==> config.mk <==
export PLATFORM = sky130hd
export DESIGN_NAME = seg_scan
export DESIGN_NICKNAME = d
export VERILOG_FILES = /design/src/rtl/seg_scan.sv
export SDC_FILE = /design/constraint.sdc
export NUM_CORES = 1
export LEC_CHECK = 0
export ABC_AREA = 1
export CAP_MARGIN = 40
export CORE_AREA = 8 8 121 123
export CTS_CLUSTER_DIAMETER = 150
export CTS_CLUSTER_SIZE = 10
export DETAILED_ROUTE_END_ITERATION = 7
export DIE_AREA = 0 0 129 131
export PLACE_DENSITY = 0.82
export SLEW_MARGIN = 10
export SYNTH_ARGS = -nofsm -noshare
export SYNTH_HDL_FRONTEND = slang
export SYNTH_SLANG_ARGS = --single-unit
==> constraint.sdc <==
create_clock -name CLK -period 4.52 [get_ports CLK]
set_input_delay 0.904 -clock CLK [delete_from_list [all_inputs] [get_ports CLK]]
set_output_delay 0.904 -clock CLK [all_outputs]
set_load 0.01 [all_outputs]
==> src/rtl/seg_scan.sv <==
// seg_scan: 8-digit multiplexed 7-segment scan controller.
// Each digit owns the shared segment bus for DIV cycles, the first BLANK of
// which keep every common off to avoid ghosting. New contents are staged in
// pending registers and copied to the shadow only at a frame boundary, so a
// frame is never torn. Outputs are registered from next-state values, so in
// every cycle COM/segments/dp match that cycle's cnt, idx and shadow exactly.
module seg_scan #(
  parameter int DIV   = 1000,
  parameter int BLANK = 16
) (
  input  logic        CLK,
  input  logic        RSTN,
  input  logic        EN,
  input  logic        LOAD,
  input  logic [31:0] DIGITS,
  input  logic [7:0]  VALID,
  input  logic [7:0]  DP,
  output logic        a,
  output logic        b,
  output logic        c,
  output logic        d,
  output logic        e,
  output logic        f,
  output logic        g,
  output logic        dp,
  output logic [7:0]  COM,
  output logic        ACK,
  output logic        FRAME
);

  localparam int            CW        = (DIV > 1) ? $clog2(DIV) : 1;
  localparam logic [CW-1:0] CNT_LAST  = CW'(DIV - 1);
  localparam logic [CW-1:0] CNT_BLANK = CW'(BLANK);

  // Scan position
  logic [CW-1:0] cnt_q, cnt_d;
  logic [2:0]    idx_q, idx_d;
  logic          frame_end;

  // Pending (staged) and shadow (displayed) contents
  logic          pend_q, pend_d;
  logic [31:0]   pend_dig_q, pend_dig_d;
  logic [7:0]    pend_val_q, pend_val_d;
  logic [7:0]    pend_dp_q, pend_dp_d;
  logic [31:0]   shd_dig_q, shd_dig_d;
  logic [7:0]    shd_val_q, shd_val_d;
  logic [7:0]    shd_dp_q, shd_dp_d;
  logic          commit;

  // Registered outputs
  logic [7:0]    com_q, com_d;
  logic [6:0]    seg_q, seg_d;
  logic          dp_q, dp_d;
  logic          ack_q;
  logic          frame_q, frame_d;

  // Per-digit views of the next shadow, selected by the next digit index
  logic [3:0]    code_arr [8];
  logic [7:0]    digit_onehot;
  logic [3:0]    sel_code;
  logic          sel_valid;
  logic          sel_dp;
  logic          blank_d;

  // Segment pattern {a,b,c,d,e,f,g} for a hexadecimal digit code
  function automatic logic [6:0] decode_hex(input logic [3:0] code);
    logic [6:0] s;
    s = 7'h00;
    case (code)
      4'h0: s = 7'h7E;  // abcdef
      4'h1: s = 7'h30;  // bc
      4'h2: s = 7'h6D;  // abdeg
      4'h3: s = 7'h79;  // abcdg
      4'h4: s = 7'h33;  // bcfg
      4'h5: s = 7'h5B;  // acdfg
      4'h6: s = 7'h5F;  // acdefg
      4'h7: s = 7'h70;  // abc
      4'h8: s = 7'h7F;  // abcdefg
      4'h9: s = 7'h7B;  // abcdfg
      4'hA: s = 7'h77;  // abcefg
      4'hB: s = 7'h1F;  // cdefg
      4'hC: s = 7'h4E;  // adef
      4'hD: s = 7'h3D;  // bcdeg
      4'hE: s = 7'h4F;  // adefg
      4'hF: s = 7'h47;  // aefg
      default: s = 7'h00;
    endcase
    return s;
  endfunction

  // Last cycle of digit 7's slot while scanning: the only safe update point
  assign frame_end = EN && (idx_q == 3'd7) && (cnt_q == CNT_LAST);

  // Slot counter and digit index; disabling parks the scan at digit 0, cnt 0
  always_comb begin
    cnt_d = cnt_q;
    idx_d = idx_q;
    if (!EN) begin
      cnt_d = '0;
      idx_d = 3'd0;
    end else if (cnt_q == CNT_LAST) begin
      cnt_d = '0;
      idx_d = idx_q + 3'd1;
    end else begin
      cnt_d = cnt_q + 1'b1;
    end
  end

  // Load staging and commit; a load in the frame-end cycle bypasses staging
  always_comb begin
    pend_d     = pend_q;
    pend_dig_d = pend_dig_q;
    pend_val_d = pend_val_q;
    pend_dp_d  = pend_dp_q;
    shd_dig_d  = shd_dig_q;
    shd_val_d  = shd_val_q;
    shd_dp_d   = shd_dp_q;
    commit     = 1'b0;
    if (frame_end) begin
      if (LOAD) begin
        shd_dig_d = DIGITS;
        shd_val_d = VALID;
        shd_dp_d  = DP;
        pend_d    = 1'b0;
        commit    = 1'b1;
      end else if (pend_q) begin
        shd_dig_d = pend_dig_q;
        shd_val_d = pend_val_q;
        shd_dp_d  = pend_dp_q;
        pend_d    = 1'b0;
        commit    = 1'b1;
      end
    end else if (LOAD) begin
      // Latest load wins; only the eventual commit produces an ACK
      pend_dig_d = DIGITS;
      pend_val_d = VALID;
      pend_dp_d  = DP;
      pend_d     = 1'b1;
    end else if (!EN && pend_q) begin
      // Display is dark while disabled, so there is no frame to protect
      shd_dig_d = pend_dig_q;
      shd_val_d = pend_val_q;
      shd_dp_d  = pend_dp_q;
      pend_d    = 1'b0;
      commit    = 1'b1;
    end
  end

  // Split the next shadow into per-digit codes and build the digit one-hot
  generate
    for (genvar gi = 0; gi < 8; gi++) begin : g_digit
      assign code_arr[gi]     = shd_dig_d[4*gi +: 4];
      assign digit_onehot[gi] = (idx_d == 3'(gi));
    end
  endgenerate

  assign sel_code  = code_arr[idx_d];
  assign sel_valid = shd_val_d[idx_d];
  assign sel_dp    = shd_dp_d[idx_d];

  // Next display drive from next cnt/idx/shadow; disabled scan sits at cnt 0,
  // which always falls in the blank phase
  always_comb begin
    blank_d = (cnt_d < CNT_BLANK) || !sel_valid;
    com_d   = 8'hFF;
    seg_d   = 7'h00;
    dp_d    = 1'b0;
    if (!blank_d) begin
      com_d = ~digit_onehot;
      seg_d = decode_hex(sel_code);
      dp_d  = sel_dp;
    end
    frame_d = (idx_d == 3'd7) && (cnt_d == CNT_LAST);
  end

  // State and output registers with synchronous active-low reset
  always_ff @(posedge CLK) begin
    if (!RSTN) begin
      cnt_q      <= '0;
      idx_q      <= 3'd0;
      pend_q     <= 1'b0;
      pend_dig_q <= 32'h0;
      pend_val_q <= 8'h00;
      pend_dp_q  <= 8'h00;
      shd_dig_q  <= 32'h0;
      shd_val_q  <= 8'h00;
      shd_dp_q   <= 8'h00;
      com_q      <= 8'hFF;
      seg_q      <= 7'h00;
      dp_q       <= 1'b0;
      ack_q      <= 1'b0;
      frame_q    <= 1'b0;
    end else begin
      cnt_q      <= cnt_d;
      idx_q      <= idx_d;
      pend_q     <= pend_d;
      pend_dig_q <= pend_dig_d;
      pend_val_q <= pend_val_d;
      pend_dp_q  <= pend_dp_d;
      shd_dig_q  <= shd_dig_d;
      shd_val_q  <= shd_val_d;
      shd_dp_q   <= shd_dp_d;
      com_q      <= com_d;
      seg_q      <= seg_d;
      dp_q       <= dp_d;
      ack_q      <= commit;
      frame_q    <= frame_d;
    end
  end

  assign {a, b, c, d, e, f, g} = seg_q;
  assign dp    = dp_q;
  assign COM   = com_q;
  assign ACK   = ack_q;
  assign FRAME = frame_q;

endmodule

==> impl_summary.log <==
INFO  metric synth_top_area_frac = 0.361
INFO  metric area.growth.synth_to_final = 18.7%
INFO  metric antenna-diode-count = 0
INFO  metric count_of_unresolved_drc_violations_after_routing = 0
INFO  metric initial_core_util = 0.552
INFO  metric chipWidth = 129 um
INFO  metric least_margin_pin_slew = about 800 ps
INFO  metric cts_made_buffers = 17
INFO  metric drtPass1Iterations = 5
INFO  metric die_h = between 100 and 150 um
INFO  metric required = ~4900 ps
INFO  metric finalNonFillerCells = approximately 1.3k
INFO  metric ios = 70
INFO  metric synthCells = about 1.0k
INFO  metric via_density_per_instance = between 5 and 6
INFO  metric gp_routability_congestion = approximately 0.95
INFO  metric run_status = complete, no violations
INFO  metric fmaxAchievable = roughly 270 MHz
INFO  metric worst-endpoint-arrival = around 4000 ps
INFO  metric cpPeakStageDelay = about 500 ps
INFO  metric clock_sink_count = around 130
INFO  metric tns = 0 ps
INFO  metric critical_path_fanout_max = 21
INFO  metric ff2ff_path_depth = 17
INFO  metric cts.repair_timing.setup_buffer_count = 0
INFO  metric layout_setup_ws = between 800 and 900 ps
INFO  metric cts-root-buf = sky130_fd_sc_hd__clkbuf_16
INFO  metric routed_wirelength = about 21 mm
INFO  metric hold_viol = 0
INFO  metric fp.coreArea = ~0.013 mm^2
INFO  metric critical_path.endpoint_type = flip-flop
INFO  metric placedInstanceArea = approximately 0.008 mm^2
INFO  metric nNetsFinal = ~1.2k
INFO  metric gr-usage-all-layers = 0.256
INFO  metric power_per_cell_area = 341 mW/mm^2
INFO  metric synth.ff_latch_count = ~130
INFO  metric max_vdd_drop = ~280 uV
INFO  metric grt_first_pass_wirelength = approximately 34 mm
INFO  metric slew-limit-headroom = 0.467
INFO  metric finish.utilization = 0.655
INFO  metric rows = 42
INFO  metric place.port_buffers = a little under 70
INFO  metric dp_cells = roughly 1.3k
INFO  metric detailroute.via_count = a little over 7k
INFO  metric maxCapViolations = 0
INFO  metric pre_cts_ws = ~540 ps
INFO  metric p_leak = 3.75 nW
INFO  metric ys_types = 48
INFO  metric worst_hold_startpoint = pend_val_q[6]$_SDFFE_PN0P_
INFO  metric setup_viol_count_final = 0
INFO  metric synth_sequential_area_ratio = 0.361
INFO  metric slowest_stage_cell_on_the_critical_path = sky130_fd_sc_hd__clkdlybuf4s50_1
INFO  metric syn_area = between 0.007 and 0.008 mm^2
INFO  metric wl_per_cell = about 16 um
INFO  metric dpl.hpwl = approximately 14 mm
INFO  metric worst-setup-path-type = in -> reg
INFO  metric grt_antenna_before_repair = 0
INFO  metric yosys_warnings = 0
INFO  metric cp.depth = 17
INFO  metric finalPower = roughly 2.9 mW
INFO  metric synth.area.top_cells = sky130_fd_sc_hd__dfxtp_1 36%, sky130_fd_sc_hd__nand2_1 12%, sky130_fd_sc_hd__nor2_1 9.2%
INFO  metric design_area = 0.00843 mm^2
INFO  metric worstSetupStartpointType = input pin
INFO  metric critical_path.n_buffers_inverters = 4
INFO  metric skew = around 5.9 ps
INFO  metric cts-htree-levels = 4
INFO  metric period_minus_slack = approximately 3600 ps
INFO  metric synth.net_count = 1108
INFO  metric ctsLongestPathBuffers = 2
INFO  metric final.fill_count = roughly 1.1k
INFO  metric grt.overflow.total = 0
INFO  metric post_route_cells_drive_above_1_share = 0.115
INFO  metric cts_tree = done
INFO  metric final_min_period_over_clock_period = 0.806
INFO  metric critical_path_startpoint = EN
INFO  metric grt_pass1_vias = approximately 6.8k
INFO  metric cts.repair.resized = 0
INFO  metric grt_setup_unrepaired = no
INFO  metric min_path_type = reg -> reg
INFO  metric clkTransAtPathRegs = 50 ps
INFO  metric worstReg2RegStart = cnt_q[0]$_SDFF_PN0_
INFO  metric cts_hold_buf = 0
INFO  metric detail_route.iter0.violations = 927
INFO  metric clock_latency = around 420 ps
INFO  metric detail-route-antenna-nets = 0
INFO  metric largest_area_contributor_in_the_netlist = sky130_fd_sc_hd__dfxtp_1
INFO  metric grt_max_degree = around 70
INFO  metric avg_synthesized_cell_area = 6.79 um^2
INFO  metric whs = ~470 ps
INFO  metric die_area = 0.0169 mm^2
INFO  metric timing.hold.worst_path_depth = 2
INFO  metric slew_violations = 0
INFO  metric path_delay_family = buffers and inverters
INFO  metric cp_cell_sequence = clkdlybuf4s50_1 -> nand2_1 -> inv_2 -> nand4_4 -> buf_4 -> nand3_1 -> o21ai_0 -> o22ai_1 -> nor2_1 -> nand2_1 -> o21a_1 -> inv_1 -> ha_1 -> nand3b_1 -> nand2_1 -> nor2_1 -> nor2_1
==> synthesized netlist by cell type (all sizes together) <==
master,count
inv,102
and2,2
or2,9
xnor2,1
clkbuf,16
o21a,6
buf,42
a22oi,2
clkinv,1
o221a,2
o221ai,8
xor2,2
dfxtp,128
and3,1
nor2,194
o211ai,15
nor3,8
nand2,248
o22ai,12
nand3b,3
a21oi,41
nand3,57
nor4,2
o31ai,1
a221oi,7
o21ai,115
nand4,6
ha,10
a211oi,5
==> flip-flops by register name, indices dropped and copies added, names as in the netlist <==
register and count:
dp 1, shd_val_q 8, pend_dp_q 8, FRAME 1
cnt_q 10, pend_val_q 8, shd_dig_q 32, pend_dig_q 32
idx_q 3, ACK 1, COM 8, seg_q 7
pend_q 1, shd_dp_q 8
==> logic make-up after synthesis <==
family                   count (synthesis)  synth area share
AO/OA/AOI/OAI                          214             0.175
XOR/XNOR                                 3           0.00370
adder cells (fa/ha/maj)                 10            0.0176
buffers and inverters                  161             0.101
flip-flops                             128             0.361
AND/OR/NAND/NOR                        530             0.341
==> layout make-up <==
class / count / area [um^2] / area share
clock buffer: 25 / 505 / 0.0600
clock inverter: 6 / 55.1 / 0.00653
inverter: 103 / 392 / 0.0465
multi-input combinational: 757 / 3820 / 0.454
sequential: 128 / 2560 / 0.304
tap: 176 / 220 / 0.0261
timing repair buffer: 90 / 868 / 0.103
==> tightest hold or removal path, stage by stage (launching register included) <==
cell                      delay (ps)
sky130_fd_sc_hd__dfxtp_1         310
sky130_fd_sc_hd__inv_1            60
sky130_fd_sc_hd__a21oi_1          60
==> routing by layer <==
layer | global-route usage | vias up | wire length [um]
li1 | - | 3495 | -
met1 | 0.321 | 3265 | 8670
met2 | 0.409 | 349 | 9580
met3 | 0.0690 | 61 | 1810
met4 | 0.104 | 0 | 571
met5 | 0 | - | 0
==> where the power goes <==
group | leakage [nW] | switching, mW | internal, mW
clock | 0.283 | 0.477 | 0.821
combinational | 2.41 | 0.219 | 0.148
sequential | 1.05 | 0.0293 | 1.18
total | 3.75 | 0.726 | 2.15
==> placed cells by master (no fill, tap or decap), types with 8 or more instances in the layout <==
| cell | n |
|---|---|
| sky130_fd_sc_hd__o221ai_1 | 8 |
| sky130_fd_sc_hd__o21ai_0 | 103 |
| sky130_fd_sc_hd__inv_2 | 14 |
| sky130_fd_sc_hd__nand2_1 | 232 |
| sky130_fd_sc_hd__nor3_1 | 8 |
| sky130_fd_sc_hd__a21oi_1 | 40 |
| sky130_fd_sc_hd__clkdlybuf4s50_1 | 69 |
| sky130_fd_sc_hd__nor2_1 | 173 |
| sky130_fd_sc_hd__o21ai_1 | 10 |
| sky130_fd_sc_hd__o22ai_1 | 12 |
| sky130_fd_sc_hd__or2_2 | 8 |
| sky130_fd_sc_hd__nor2_2 | 12 |
| sky130_fd_sc_hd__ha_1 | 10 |
| sky130_fd_sc_hd__o211ai_1 | 15 |
| sky130_fd_sc_hd__buf_4 | 20 |
| sky130_fd_sc_hd__dfxtp_1 | 128 |
| sky130_fd_sc_hd__nand3_1 | 48 |
| sky130_fd_sc_hd__nand2_2 | 10 |
| sky130_fd_sc_hd__clkbuf_16 | 17 |
| sky130_fd_sc_hd__inv_1 | 86 |
==> worst paths after layout <==
check	end	slack, ps
setup / recovery	seg_q[1]$_SDFF_PP0_	880
hold / removal	pend_val_q[6]$_SDFFE_PN0P_	470
setup reg to reg	seg_q[1]$_SDFF_PP0_	1130
hold reg to reg	pend_val_q[6]$_SDFFE_PN0P_	470
Power figures use the tool's default switching activity.
